### src/rtl/led_pattern_sequencer.sv
// Green-LED pattern sequencer: debounced push-button commands drive mode, speed
// and pause, and a rate-scaled accumulator paces blink/chase/bounce patterns.
module led_pattern_sequencer #(
  parameter int unsigned TICK_DIV   = 50_000_000,
  parameter int unsigned DEB_CYCLES = 1_000_000
) (
  input  logic       CLOCK_50,
  input  logic       RST,
  input  logic [3:0] KEY,
  output logic [7:0] LEDG,
  output logic [9:0] LEDR
);

  localparam int unsigned NKEY  = 4;
  localparam int unsigned ACC_W = 26;
  localparam int unsigned SUM_W = ACC_W + 1;
  localparam int unsigned DEB_W = $clog2(DEB_CYCLES + 1);

  typedef enum logic [1:0] {
    MODE_BLINK  = 2'b00,
    MODE_CHASE  = 2'b01,
    MODE_BOUNCE = 2'b10
  } mode_t;

  logic [NKEY-1:0]  key_s1, key_s2;
  logic [NKEY-1:0]  deb, deb_d, press;
  logic [DEB_W-1:0] deb_cnt [NKEY];

  mode_t            mode;
  logic [3:0]       speed;
  logic             paused;
  logic             dir_right;
  logic [ACC_W-1:0] acc;
  logic [SUM_W-1:0] acc_sum;
  logic             tick_due;

  // Synchronizer is left unreset so a key held through reset is seen right away.
  always_ff @(posedge CLOCK_50) begin
    key_s1 <= KEY;
    key_s2 <= key_s1;
  end

  // Per-key debouncer; press is a one-cycle pulse on the accepted falling level.
  always_ff @(posedge CLOCK_50) begin
    if (RST) begin
      deb   <= '1;
      deb_d <= '1;
      press <= '0;
      for (int unsigned k = 0; k < NKEY; k++) deb_cnt[k] <= '0;
    end else begin
      deb_d <= deb;
      press <= deb_d & ~deb;
      for (int unsigned k = 0; k < NKEY; k++) begin
        if (key_s2[k]) begin
          deb[k]     <= 1'b1;
          deb_cnt[k] <= '0;
        end else if (deb[k]) begin
          if (deb_cnt[k] == DEB_W'(DEB_CYCLES - 1)) begin
            deb[k]     <= 1'b0;
            deb_cnt[k] <= '0;
          end else begin
            deb_cnt[k] <= deb_cnt[k] + DEB_W'(1);
          end
        end
      end
    end
  end

  // One-hot speed doubles as the accumulator step (1/2/4/8).
  assign acc_sum  = {1'b0, acc} + SUM_W'(speed);
  assign tick_due = (acc_sum >= SUM_W'(TICK_DIV));

  // Command priority KEY3 > KEY0 > KEY1 > KEY2; any command suppresses that cycle's tick.
  always_ff @(posedge CLOCK_50) begin
    if (RST) begin
      mode      <= MODE_BLINK;
      speed     <= 4'b0001;
      paused    <= 1'b0;
      dir_right <= 1'b0;
      acc       <= '0;
      LEDG      <= 8'h00;
    end else if (press[3]) begin
      paused <= ~paused;
    end else if (press[0]) begin
      acc       <= '0;
      dir_right <= 1'b0;
      case (mode)
        MODE_BLINK: begin
          mode <= MODE_CHASE;
          LEDG <= 8'h01;
        end
        MODE_CHASE: begin
          mode <= MODE_BOUNCE;
          LEDG <= 8'h01;
        end
        default: begin
          mode <= MODE_BLINK;
          LEDG <= 8'h00;
        end
      endcase
    end else if (press[1]) begin
      acc <= '0;
      if (!speed[3]) speed <= speed << 1;
    end else if (press[2]) begin
      acc <= '0;
      if (!speed[0]) speed <= speed >> 1;
    end else if (!paused) begin
      if (tick_due) begin
        acc <= '0;
        case (mode)
          MODE_BLINK: LEDG <= ~LEDG;
          MODE_CHASE: LEDG <= {LEDG[6:0], LEDG[7]};
          default: begin
            if (!dir_right) begin
              if (LEDG == 8'h80) begin
                LEDG      <= 8'h40;
                dir_right <= 1'b1;
              end else begin
                LEDG <= LEDG << 1;
              end
            end else begin
              if (LEDG == 8'h01) begin
                LEDG      <= 8'h02;
                dir_right <= 1'b0;
              end else begin
                LEDG <= LEDG >> 1;
              end
            end
          end
        endcase
      end else begin
        acc <= acc + ACC_W'(speed);
      end
    end
  end

  assign LEDR = {paused, 3'b000, mode, speed};

endmodule

### config.mk
export PLATFORM = sky130hd
export DESIGN_NAME = led_pattern_sequencer
export DESIGN_NICKNAME = d
export VERILOG_FILES = /design/src/rtl/led_pattern_sequencer.sv
export SDC_FILE = /design/constraint.sdc
export NUM_CORES = 1
export LEC_CHECK = 0
export BUFFER_PORTS_ARGS = -buffer_cell sky130_fd_sc_hd__clkbuf_2
export CORE_ASPECT_RATIO = 0.75
export CORE_MARGIN = 3
export CORE_UTILIZATION = 32
export DETAILED_ROUTE_END_ITERATION = 10
export GPL_TIMING_DRIVEN = 0
export HOLD_SLACK_MARGIN = 0.08
export PLACE_DENSITY = 0.45
export RECOVER_POWER = 100
export SLEW_MARGIN = 20
export SYNTH_ARGS = -nofsm -noshare
export SYNTH_HDL_FRONTEND = slang
export SYNTH_SLANG_ARGS = --single-unit
### constraint.sdc
create_clock -name CLOCK_50 -period 3.45 [get_ports CLOCK_50]
set_input_delay 0.8625 -clock CLOCK_50 [delete_from_list [all_inputs] [get_ports CLOCK_50]]
set_output_delay 0.8625 -clock CLOCK_50 [all_outputs]
set_load 0.005 [all_outputs]
==> impl_metrics.toml <==
[sta]
finalSetupViolCount = 0
relSlewSlack_pct = 40.1
setup_ws_ns = 0.141
tns_ns = 0
final_hold_viol_count = 0
tightest_slew_ns = 0.898
maxSlewViolCount = 0
hold_ws_ns = 0.329
period_minus_slack_ns = 3.31
fmax_ghz = 0.302
period_share_pct = 95.9
fin_skew_ns = 0.0135
rsz0062_at_grt = "no"

[logic_synthesis]
yosys_warnings = 0
synth_edf_count = 80
yosysSeqAreaShare_pct = 48.7
synthArstFlopShare_pct = 0
synth_cell_types = 75
ys.flop_type = "edfxtp_1"
avgSynthCellArea_um2 = 9.30
synth_area_um2 = 7470
ys_ff_latch = 142
synthCells = 804

[floorplanning]
row_count = 47
core_um2 = 22500
die_y_um = 138
die_w_um = 182
initial_core_util_pct = 33.2
ioPinCount = 24
die-area_um2 = 25200

[clock_network]
clock_path_buffers = 2
hold_buffers = 0
root_buffer = "clkbuf_16"
clkSinkCount = 142
cts.clk_slew.worst_paths_ns = 0.06
cts_buffers = 17
ctsHtreeMaxLevel = 4
clock_latency_ns = 0.42
tritoncts = "yes"

[finish]
finalNetCount = 868
drive_above_1_share_pct = 9.93
synthToLayoutAreaGrowth_pct = 15.7
post-route-cell-area_um2 = 8650
final_util_pct = 38.4
nFillCells = 2231
multi_input_comb_area_um2 = 3600
seqCellArea_um2 = 3650
layoutNonFillerInstCount = 1160
diodes = 0

[grt]
grt_overflow = 0
grt_pass1_vias = 5604
antenna_found_initial = 0
grt_pass1_wl_um = 29000
grt_max_degree = 21
grt_usage_pct = 14.1

[place]
routabilityCongestion = 0.835
dp.cells = 1120
placed_cell_area_um2 = 7960
pre_cts_ws_ns = -0.427
io_buffers = 19
dp_hpwl_um = 12100

[routing]
wl_per_cell_um = 15.3
remaining_drc_errors = 0
vias_per_cell = 5.16
drtPass1Iterations = 5
drt_iter0_drc = 429
met1_length_um = 9290
routed_wl_um = 17700
via_count = 5984
ant_nets = 0
dr_wl_met3_um = 803
top_layer = "met4"
met2_length_um = 7480

[setup_path]
path_class = "reg2reg"
path_delay_family = "simple AND/OR/NAND/NOR gates"
cp_data_required_time_ns = 3.76
path_cells = "ha_4 > inv_1 > fa_2 > and2b_2 > or4b_2 > o31ai_2 > a31oi_1 > o41a_1 > nand4b_4 > nor3_4 > buf_6 > mux2_4"
timing.critical_path.slowest_cell_delay_ns = 0.62
rr_worst_depth = 12
rr_endpoint = "LEDG[0]"
r2r_start = "speed[0]"
regToRegSetupSlack_ns = 0.14
critPathCaptureType = "flip-flop"
cp_max_fo = 8
slowest_stage = "or4b_2"
worst_setup_path_start_kind = "flip-flop"
cp.arrival_ns = 3.61
path_buf_inv = 2

[worst_hold_path]
holdPathEnd = "key_s2[0]"
min_from = "key_s1[0]"
hold_path_class = "reg2reg"
holdPathStages = 0

[run]
maxCapViolCount = 0

[power]
seqPwrFrac_pct = 48.4
power.density_nw_per_um2 = 428
peakVddDrop_mv = 0.284
power_mw = 3.70
switchingPower_uw = 843
swShare_pct = 22.8
internal-power_mw = 2.86
combPwrFrac_pct = 2.2
pwr-share-clk_pct = 49.4
leakage_nw = 3.04

[run_status]
status = "complete, no violations"
==> routing by layer <==
metal / track usage (%) / up-vias
li1: - / 2972
met2: 20.7 / 134
met4: 3.81 / 0
met1: 20.4 / 2865
met3: 3.76 / 13
met5: 0 / -
==> power groups by stage <==
stage | logic, mW | registers, mW | clock network, mW
after floorplan | 0.0535 | 1.82 | 0
after global placement | 0.0770 | 1.83 | 0
after detailed placement | 0.0798 | 1.83 | 0
after CTS | 0.0805 | 1.79 | 1.88
after global routing | 0.0926 | 1.79 | 1.94
final | 0.0813 | 1.79 | 1.83
==> area by class of cell <==
cell class | instances | area share (%)
clock buffer | 18 | 5.21
tap | 294 | 4.25
multi-input combinational | 595 | 41.6
timing repair buffer | 28 | 1.79
clock inverter | 14 | 1.52
sequential | 142 | 42.2
inverter | 37 | 1.61
buffer | 32 | 1.81
==> cells in the final DEF (no fill, tap or decap), drive strengths merged, types with 32 or more instances in the layout <==
master  netlist  layout
nand3        54      54
nor2        133     133
xnor2        34      34
nand2        77      77
xor2         43      43
inv          36      41
clkbuf       19      60
edfxtp       80      80
o21ai        32      32
dfxtp        62      62
==> synth_stat cells (3+ instances only) <==
| cell | number | area (µm²) |
|---|---|---|
| xor2_1 | 43 | 377 |
| nor3_1 | 16 | 80.1 |
| dfxtp_1 | 62 | 1240 |
| and4_1 | 3 | 26.3 |
| buf_1 | 3 | 11.3 |
| a21oi_1 | 18 | 90.1 |
| or2_2 | 4 | 25.0 |
| o31ai_1 | 6 | 45.0 |
| buf_2 | 4 | 20.0 |
| a211o_1 | 3 | 26.3 |
| nand3b_1 | 5 | 37.5 |
| ha_1 | 8 | 100 |
| nor2_1 | 133 | 499 |
| o211ai_1 | 11 | 82.6 |
| nand2b_1 | 9 | 56.3 |
| nand2_1 | 75 | 282 |
| edfxtp_1 | 80 | 2400 |
| a31oi_1 | 17 | 106 |
| nor4b_1 | 4 | 35.0 |
| inv_1 | 36 | 135 |
| xnor2_1 | 34 | 298 |
| mux2i_1 | 9 | 90.1 |
| o21ai_0 | 30 | 150 |
| nand3_1 | 54 | 270 |
| o22ai_1 | 7 | 43.8 |
| nand4_1 | 17 | 106 |
| a21o_1 | 3 | 22.5 |
| or3_1 | 14 | 87.6 |
| nor4_1 | 7 | 43.8 |
| o41ai_1 | 3 | 26.3 |
| buf_4 | 5 | 37.5 |
| and3_1 | 14 | 87.6 |
| clkbuf_1 | 19 | 71.3 |
==> flip-flops by register name, summed over array words and instances, names as in the netlist <==
name and count:
paused 1, key_s2 4, mode 2, dir_right 1
press 4, LEDG 8, deb 4, acc 26
speed 4, deb_d 4, key_s1 4, deb_cnt 80
==> kinds of logic after synthesis <==
kind of cell	share of synthesized area (%)
xor gates and xnor gates	9.02
adders and majority gates	1.61
DFF	48.7
muxes	1.41
and+or+nand+nor	24.7
other	0.0502
buffers and inverters	3.88
AOI/OAI and AO/OA	10.6
==> worst reg2reg max path, stage by stage, from the launching register on <==
cell and delay, ns:
dfxtp_4 0.36, ha_4 0.17, inv_1 0.07, fa_2 0.20, and2b_2 0.26, or4b_2 0.62, o31ai_2 0.26, a31oi_1 0.12
o41a_1 0.18, nand4b_4 0.29, nor3_4 0.24, buf_6 0.14, mux2_4 0.28
==> timing repair <==
| action | in CTS | in global routing |
|---|---|---|
| setup endpoints to repair | 28 | 29 |
| resized for setup | 4 | 15 |
| buffers inserted | 4 | 3 |
| pin swaps | 1 | 2 |
| cloned | 0 | 1 |
==> how the worst max path moves through the flow <==
stage | startpoint | end | cells past startpoint
2_1_floorplan | speed[0] | LEDG[0] | 12
3_3_place_gp | speed[0] | LEDG[0] | 12
3_5_place_dp | speed[0] | LEDG[0] | 12
4_1_cts | speed[0] | LEDG[0] | 13
5_1_grt | speed[0] | acc[19] | 13
6_report | speed[0] | LEDG[0] | 12
Power figures use the tool's default switching activity.
